<file path="src/rtl/ikaopll_pg_sequencer.sv">
// Slot sequencer and phase-reset scheduler for the PG datapath.
// Runs the 18-slot operator counter, tracks melodic/rhythm key-on edges and
// issues one phase-clear per affected slot, aligned to that slot's PG cycle.
module ikaopll_pg_sequencer #(
    parameter int RST_OFFSET = 1,
    parameter int NUM_CH     = 9
) (
    input  logic       i_EMUCLK,
    input  logic       i_RST,
    input  logic       i_phi1_NCEN_n,
    input  logic       i_KON_WR,
    input  logic [3:0] i_KON_CH,
    input  logic       i_KON_VAL,
    input  logic       i_RHYTHM_EN,
    input  logic [4:0] i_RHYTHM_KON,
    output logic [4:0] o_CYCLE_CNT,
    output logic       o_CYCLE_17,
    output logic       o_CYCLE_20,
    output logic       o_CYCLE_21,
    output logic       o_PG_PHASE_RST,
    output logic       o_BUSY
);
    localparam int NSLOT = 2 * NUM_CH;
    localparam logic [4:0] CNT_MAX = 5'(NSLOT - 1);

    // rhythm key-on bit positions within {BD,SD,TT,TC,HH}
    localparam int R_BD = 4;
    localparam int R_SD = 3;
    localparam int R_TT = 2;
    localparam int R_TC = 1;
    localparam int R_HH = 0;

    logic [4:0]        cnt_q, cnt_d;
    logic [NUM_CH-1:0] kon_q, kon_d;
    logic [4:0]        rkon_z_q, rkon_z_d;
    logic [NSLOT-1:0]  pend_q, pend_d;
    logic              phase_rst_q, phase_rst_d;
    logic              busy_q, busy_d;

    logic [4:0]       cnt_next;
    logic [5:0]       tgt_sum;
    logic [4:0]       tgt;
    logic [NSLOT-1:0] set_mask;
    logic [4:0]       rise;
    logic             en;

    assign en = ~i_phi1_NCEN_n;

    // Next counter value and the slot whose clear is presented alongside it
    always_comb begin
        cnt_next = (cnt_q == CNT_MAX) ? 5'd0 : cnt_q + 5'd1;
        tgt_sum  = {1'b0, cnt_next} + 6'(RST_OFFSET);
        tgt      = (tgt_sum >= 6'(NSLOT)) ? 5'(tgt_sum - 6'(NSLOT)) : tgt_sum[4:0];
    end

    // Key-on edge detection; runs every clock regardless of slot enable
    always_comb begin
        kon_d    = kon_q;
        rkon_z_d = i_RHYTHM_KON;
        set_mask = '0;
        rise     = '0;
        for (int c = 0; c < NUM_CH; c++) begin
            if (i_KON_WR && i_KON_CH == 4'(c)) begin
                kon_d[c] = i_KON_VAL;
                if (!kon_q[c] && i_KON_VAL) begin
                    set_mask[2*c]   = 1'b1;
                    set_mask[2*c+1] = 1'b1;
                end
            end
        end
        // rhythm edges are dropped outside rhythm mode, but the delay still tracks
        if (i_RHYTHM_EN)
            rise = i_RHYTHM_KON & ~rkon_z_q;
        set_mask[12] = set_mask[12] | rise[R_BD];
        set_mask[13] = set_mask[13] | rise[R_BD];
        set_mask[14] = set_mask[14] | rise[R_HH];
        set_mask[15] = set_mask[15] | rise[R_SD];
        set_mask[16] = set_mask[16] | rise[R_TT];
        set_mask[17] = set_mask[17] | rise[R_TC];
    end

    // Pending-clear bookkeeping; a same-edge set at tgt is served immediately
    always_comb begin
        cnt_d       = cnt_q;
        pend_d      = pend_q | set_mask;
        phase_rst_d = phase_rst_q;
        if (en) begin
            cnt_d        = cnt_next;
            phase_rst_d  = ~(pend_q[tgt] | set_mask[tgt]);
            pend_d[tgt]  = 1'b0;
        end
        busy_d = |pend_d;
    end

    // State registers with synchronous reset
    always_ff @(posedge i_EMUCLK) begin
        if (i_RST) begin
            cnt_q       <= '0;
            kon_q       <= '0;
            rkon_z_q    <= '0;
            pend_q      <= '0;
            phase_rst_q <= 1'b1;
            busy_q      <= 1'b0;
        end else begin
            cnt_q       <= cnt_d;
            kon_q       <= kon_d;
            rkon_z_q    <= rkon_z_d;
            pend_q      <= pend_d;
            phase_rst_q <= phase_rst_d;
            busy_q      <= busy_d;
        end
    end

    assign o_CYCLE_CNT    = cnt_q;
    assign o_CYCLE_17     = (cnt_q == 5'd17);
    assign o_CYCLE_20     = (cnt_q == 5'd2);
    assign o_CYCLE_21     = (cnt_q == 5'd3);
    assign o_PG_PHASE_RST = phase_rst_q;
    assign o_BUSY         = busy_q;
endmodule
</file>
<file path="config.mk">
export PLATFORM = sky130hd
export DESIGN_NAME = ikaopll_pg_sequencer
export DESIGN_NICKNAME = d
export VERILOG_FILES = /design/src/rtl/ikaopll_pg_sequencer.sv
export SDC_FILE = /design/constraint.sdc
export NUM_CORES = 1
export LEC_CHECK = 0
export ABC_AREA = 1
export CORE_MARGIN = 3
export CORE_UTILIZATION = 55
export DETAILED_ROUTE_END_ITERATION = 7
export GPL_TIMING_DRIVEN = 0
export PLACE_DENSITY = 0.89
export SLEW_MARGIN = 15
export SYNTH_ARGS = -nofsm -noshare
export SYNTH_HDL_FRONTEND = slang
export SYNTH_SLANG_ARGS = --single-unit
</file>
<file path="constraint.sdc">
create_clock -name i_EMUCLK -period 5.4 [get_ports i_EMUCLK]
set_clock_uncertainty 0.2 [all_clocks]
set_input_delay 0.81 -clock i_EMUCLK [delete_from_list [all_inputs] [get_ports i_EMUCLK]]
set_output_delay 0.81 -clock i_EMUCLK [all_outputs]
set_load 0.01 [all_outputs]
</file>
==> metrics.cfg <==
[detailed_routing]
finalWirelength_microns=5600
dr.first_iter.drc_count=177
routed-via-count=2416
wl_per_cell_microns=12.4
viasPerCell=5.33
drtPass1Iterations=5
route.antenna.remaining_nets=0
route.detailed.drc=0

[cts]
clock_tree.buffer_depth=2
cts.htree.levels=2
cts-hold-fix-buffers=0
cts.reportedPaths.clkPinSlew_ns=0.08
cts_tree=yes
cts-buffers-inserted=5
post_cts_setup_driven_buffer_insertion_count=0
ctsResizeCount=0
cts_root_buffer=sky130_fd_sc_hd__clkbuf_8
latest_clock_arrival_within_the_worst_skew_pair_ns=0.29
numClockSinks=39

[global_routing]
global_route.overflow_total=0
grt_pass1_wl_microns=9540
most_used_layer_global_route=met2
grt_start_max_net_pins=13
use_met3_pct=3.32
grt_pass1_vias=2122
antenna_found_initial=0
global_route.usage.total_pct=23.2
met1_usage_pct=30.5
use_met2_pct=40.0

[worst_setup_path]
critical-path-slowest-cell=sky130_fd_sc_hd__dfxtp_1
setup.worst_path.start=o_CYCLE_CNT[1]$_SDFFE_PP0N_
cp_data_arrival_time_ns=3.89
classification_of_the_worst_setup_path=flop to flop
worst_r2r_path_depth=20
cp-end-kind=flop
critPathRequiredTime_ns=5.37
timing.critical_path.slowest_cell_delay_ns=0.46
r2r-end=o_BUSY$_SDFF_PP0_
r2r_path_start=o_CYCLE_CNT[1]$_SDFFE_PP0N_
critical_path_peak_fanout=11
critical_path.cell_chain=inv_1 -> ha_1 -> nand2_2 -> nor2_4 -> nor2_1 -> clkbuf_1 -> ha_1 -> inv_1 -> nor2_1 -> nand3_2 -> nand2_4 -> nand3_2 -> a21oi_1 -> nand2_1 -> o21ai_1 -> nand2_1 -> nor2_1 -> nand2_1 -> nor2_1 -> nor2_1
ff2ff_setup_slack_ns=1.48
category_of_the_worst_setup_path_launch_point=flop
most_frequent_cell_on_the_critical_path=sky130_fd_sc_hd__nor2_1

[logic_synthesis]
synth_fp_nets=395
seq_area_frac_synth_pct=32.6
post_synth_instance_area_sq_mm=0.00239
ys_warn_count=0
synth_top_area_share_pct=32.6
postSynthAreaPerCell_sq_um=6.42
synth.top_cells.by_area=sky130_fd_sc_hd__dfxtp_1 33%, sky130_fd_sc_hd__nand2_1 14%, sky130_fd_sc_hd__nor2_1 9.3%, sky130_fd_sc_hd__inv_1 7.1%, sky130_fd_sc_hd__nand3_1 4.8%
post_synthesis_cell_count=373
synthDistinctLibCells=26
synthDominantAreaCellType=sky130_fd_sc_hd__dfxtp_1
postSynthRegisterBits=39

[pwr]
ir_worst_vdd_mv=0.187
areal_power_density_over_the_cells_mw_per_mm2=277
power_uw=774
p_leak_uw=0.00132

[min_path]
hold_path_startpoint=kon_q[1]$_SDFFE_PP0P_
hold_end=kon_q[1]$_SDFFE_PP0P_
timing.hold.worst.class=flop to flop
hold_depth=2

[final_layout]
layout.cells.most_common=sky130_fd_sc_hd__nand2_1
commonest_cells_after_routing_fill_and_taps_aside=90 x sky130_fd_sc_hd__nand2_1, 59 x sky130_fd_sc_hd__nor2_1, 45 x sky130_fd_sc_hd__inv_1, 39 x sky130_fd_sc_hd__dfxtp_1
drive_gt1_share_pct=13.2
design.final.nets=424
layout.filler_cells=366
antennaDiodeCount=0
flow.area_growth_from_synthesis_pct=16.7

[place]
number_of_buffers_inserted_by_port_buffering=22
dp_hpwl_microns=4350
globalplace.congestion=0.894

[sta]
timing.fmax_mhz=255
timing_max_transition_violations_final=0
post-route-period-util_pct=72.7
hold_slack_ns=0.274
timing.final.crit_period_ns=3.92
slew-limit-headroom_pct=61.3
report.final.hold_viol_count=0
tightest_slew_ns=0.581
finalSetupTns_ns=0
rsz0062_at_grt=false
setup_viol=0

[run_status]
status=completed

[run]
maxCapViolCount=0

[floorplanning]
core_sq_mm=0.00409
design.portCount=25
floorplan.initialDensity_pct=58.6
die-height_microns=72.0
dieArea_sq_mm=0.00518
placement_rows=23
die_width_microns=72.0

==> worst max-delay path, delay by kind of cell, from the launching register on <==
| kind | cells | cell delay, ns |
|---|---|---|
| fa+ha+maj | 2 | 0.45 |
| buf+inv | 3 | 0.61 |
| compound gates | 2 | 0.51 |
| flops | 1 | 0.46 |
| simple gates | 13 | 1.56 |
==> flip-flops by register name (all words and copies together), names as in the netlist <==
| register | cells |
|---|---|
| o_CYCLE_CNT | 5 |
| rkon_z_q | 5 |
| o_BUSY | 1 |
| kon_q | 9 |
| pend_q | 18 |
| o_PG_PHASE_RST | 1 |
==> worst max path at each step <==
stage / endpoint / slack [ns] / cells past startpoint
3_3_place_gp: o_BUSY$_SDFF_PP0_ / 1.60 / 20
5_1_grt: o_BUSY$_SDFF_PP0_ / 1.14 / 20
3_5_place_dp: o_BUSY$_SDFF_PP0_ / 1.52 / 20
2_1_floorplan: o_BUSY$_SDFF_PP0_ / 2.14 / 21
6_report: o_BUSY$_SDFF_PP0_ / 1.48 / 20
4_1_cts: o_BUSY$_SDFF_PP0_ / 1.50 / 20
==> power breakdown <==
part | internal, uW | switching, uW
sequential | 299 | 8.88
clock | 149 | 101
combinational | 77.8 | 137
==> layer usage <==
layer | part of all wire [%] | vias to the layer above
met4 | 1.7 | 0
met5 | 0 | -
met2 | 49 | 76
met1 | 44 | 1097
li1 | - | 1231
met3 | 5.4 | 12
==> stage by stage <==
step / area (sq um) / std cells / util [%] / setup WS (ns)
4_1_cts: 2790 / 453 / 68.4 / 1.50
3_3_place_gp: 2680 / 445 / 65.5 / 1.60
5_1_grt: 2790 / 453 / 68.4 / 1.14
2_1_floorplan: 2390 / 373 / - / 2.14
6_report: 2790 / 453 / 68.4 / 1.48
3_5_place_dp: 2680 / 445 / 65.5 / 1.52
==> Yosys cell counts <==
library cell	instances
sky130_fd_sc_hd__o21ai_1	6
sky130_fd_sc_hd__inv_1	45
sky130_fd_sc_hd__nor2_4	6
sky130_fd_sc_hd__nand4_1	6
sky130_fd_sc_hd__nand2_4	3
sky130_fd_sc_hd__nand3_1	23
sky130_fd_sc_hd__o21ai_2	1
sky130_fd_sc_hd__inv_2	6
sky130_fd_sc_hd__nand2_2	9
sky130_fd_sc_hd__nand3b_1	1
sky130_fd_sc_hd__o21ai_0	23
sky130_fd_sc_hd__ha_1	7
sky130_fd_sc_hd__dfxtp_1	39
sky130_fd_sc_hd__nor3_1	2
sky130_fd_sc_hd__buf_1	1
sky130_fd_sc_hd__buf_6	1
sky130_fd_sc_hd__a21oi_1	15
sky130_fd_sc_hd__nand3_2	5
sky130_fd_sc_hd__or2_2	7
sky130_fd_sc_hd__o31ai_1	1
sky130_fd_sc_hd__clkbuf_1	5
sky130_fd_sc_hd__nor2_1	59
sky130_fd_sc_hd__a211oi_1	4
sky130_fd_sc_hd__nand2_1	90
sky130_fd_sc_hd__nor2_2	7
sky130_fd_sc_hd__xor2_1	1
==> final cells by class <==
class / count / area, sq um / area share, %
Sequential cell: 39 / 781 / 27.9
Tap cell: 50 / 62.6 / 2.24
Timing Repair Buffer: 22 / 220 / 7.88
Clock buffer: 6 / 82.6 / 2.96
Inverter: 51 / 191 / 6.85
Buffer: 7 / 33.8 / 1.21
Multi-Input combinational cell: 276 / 1390 / 49.7
Clock inverter: 2 / 35.0 / 1.25
==> cell families after synthesis <==
group	share of synthesized area, %
AND/OR/NAND/NOR	42.8
adder cells (fa/ha/maj)	3.66
flip-flops	32.6
buffers and inverters	9.41
XOR/XNOR	0.366
AO/OA/AOI/OAI	11.1
No activity file was read; power rests on OpenSTA's default activity.
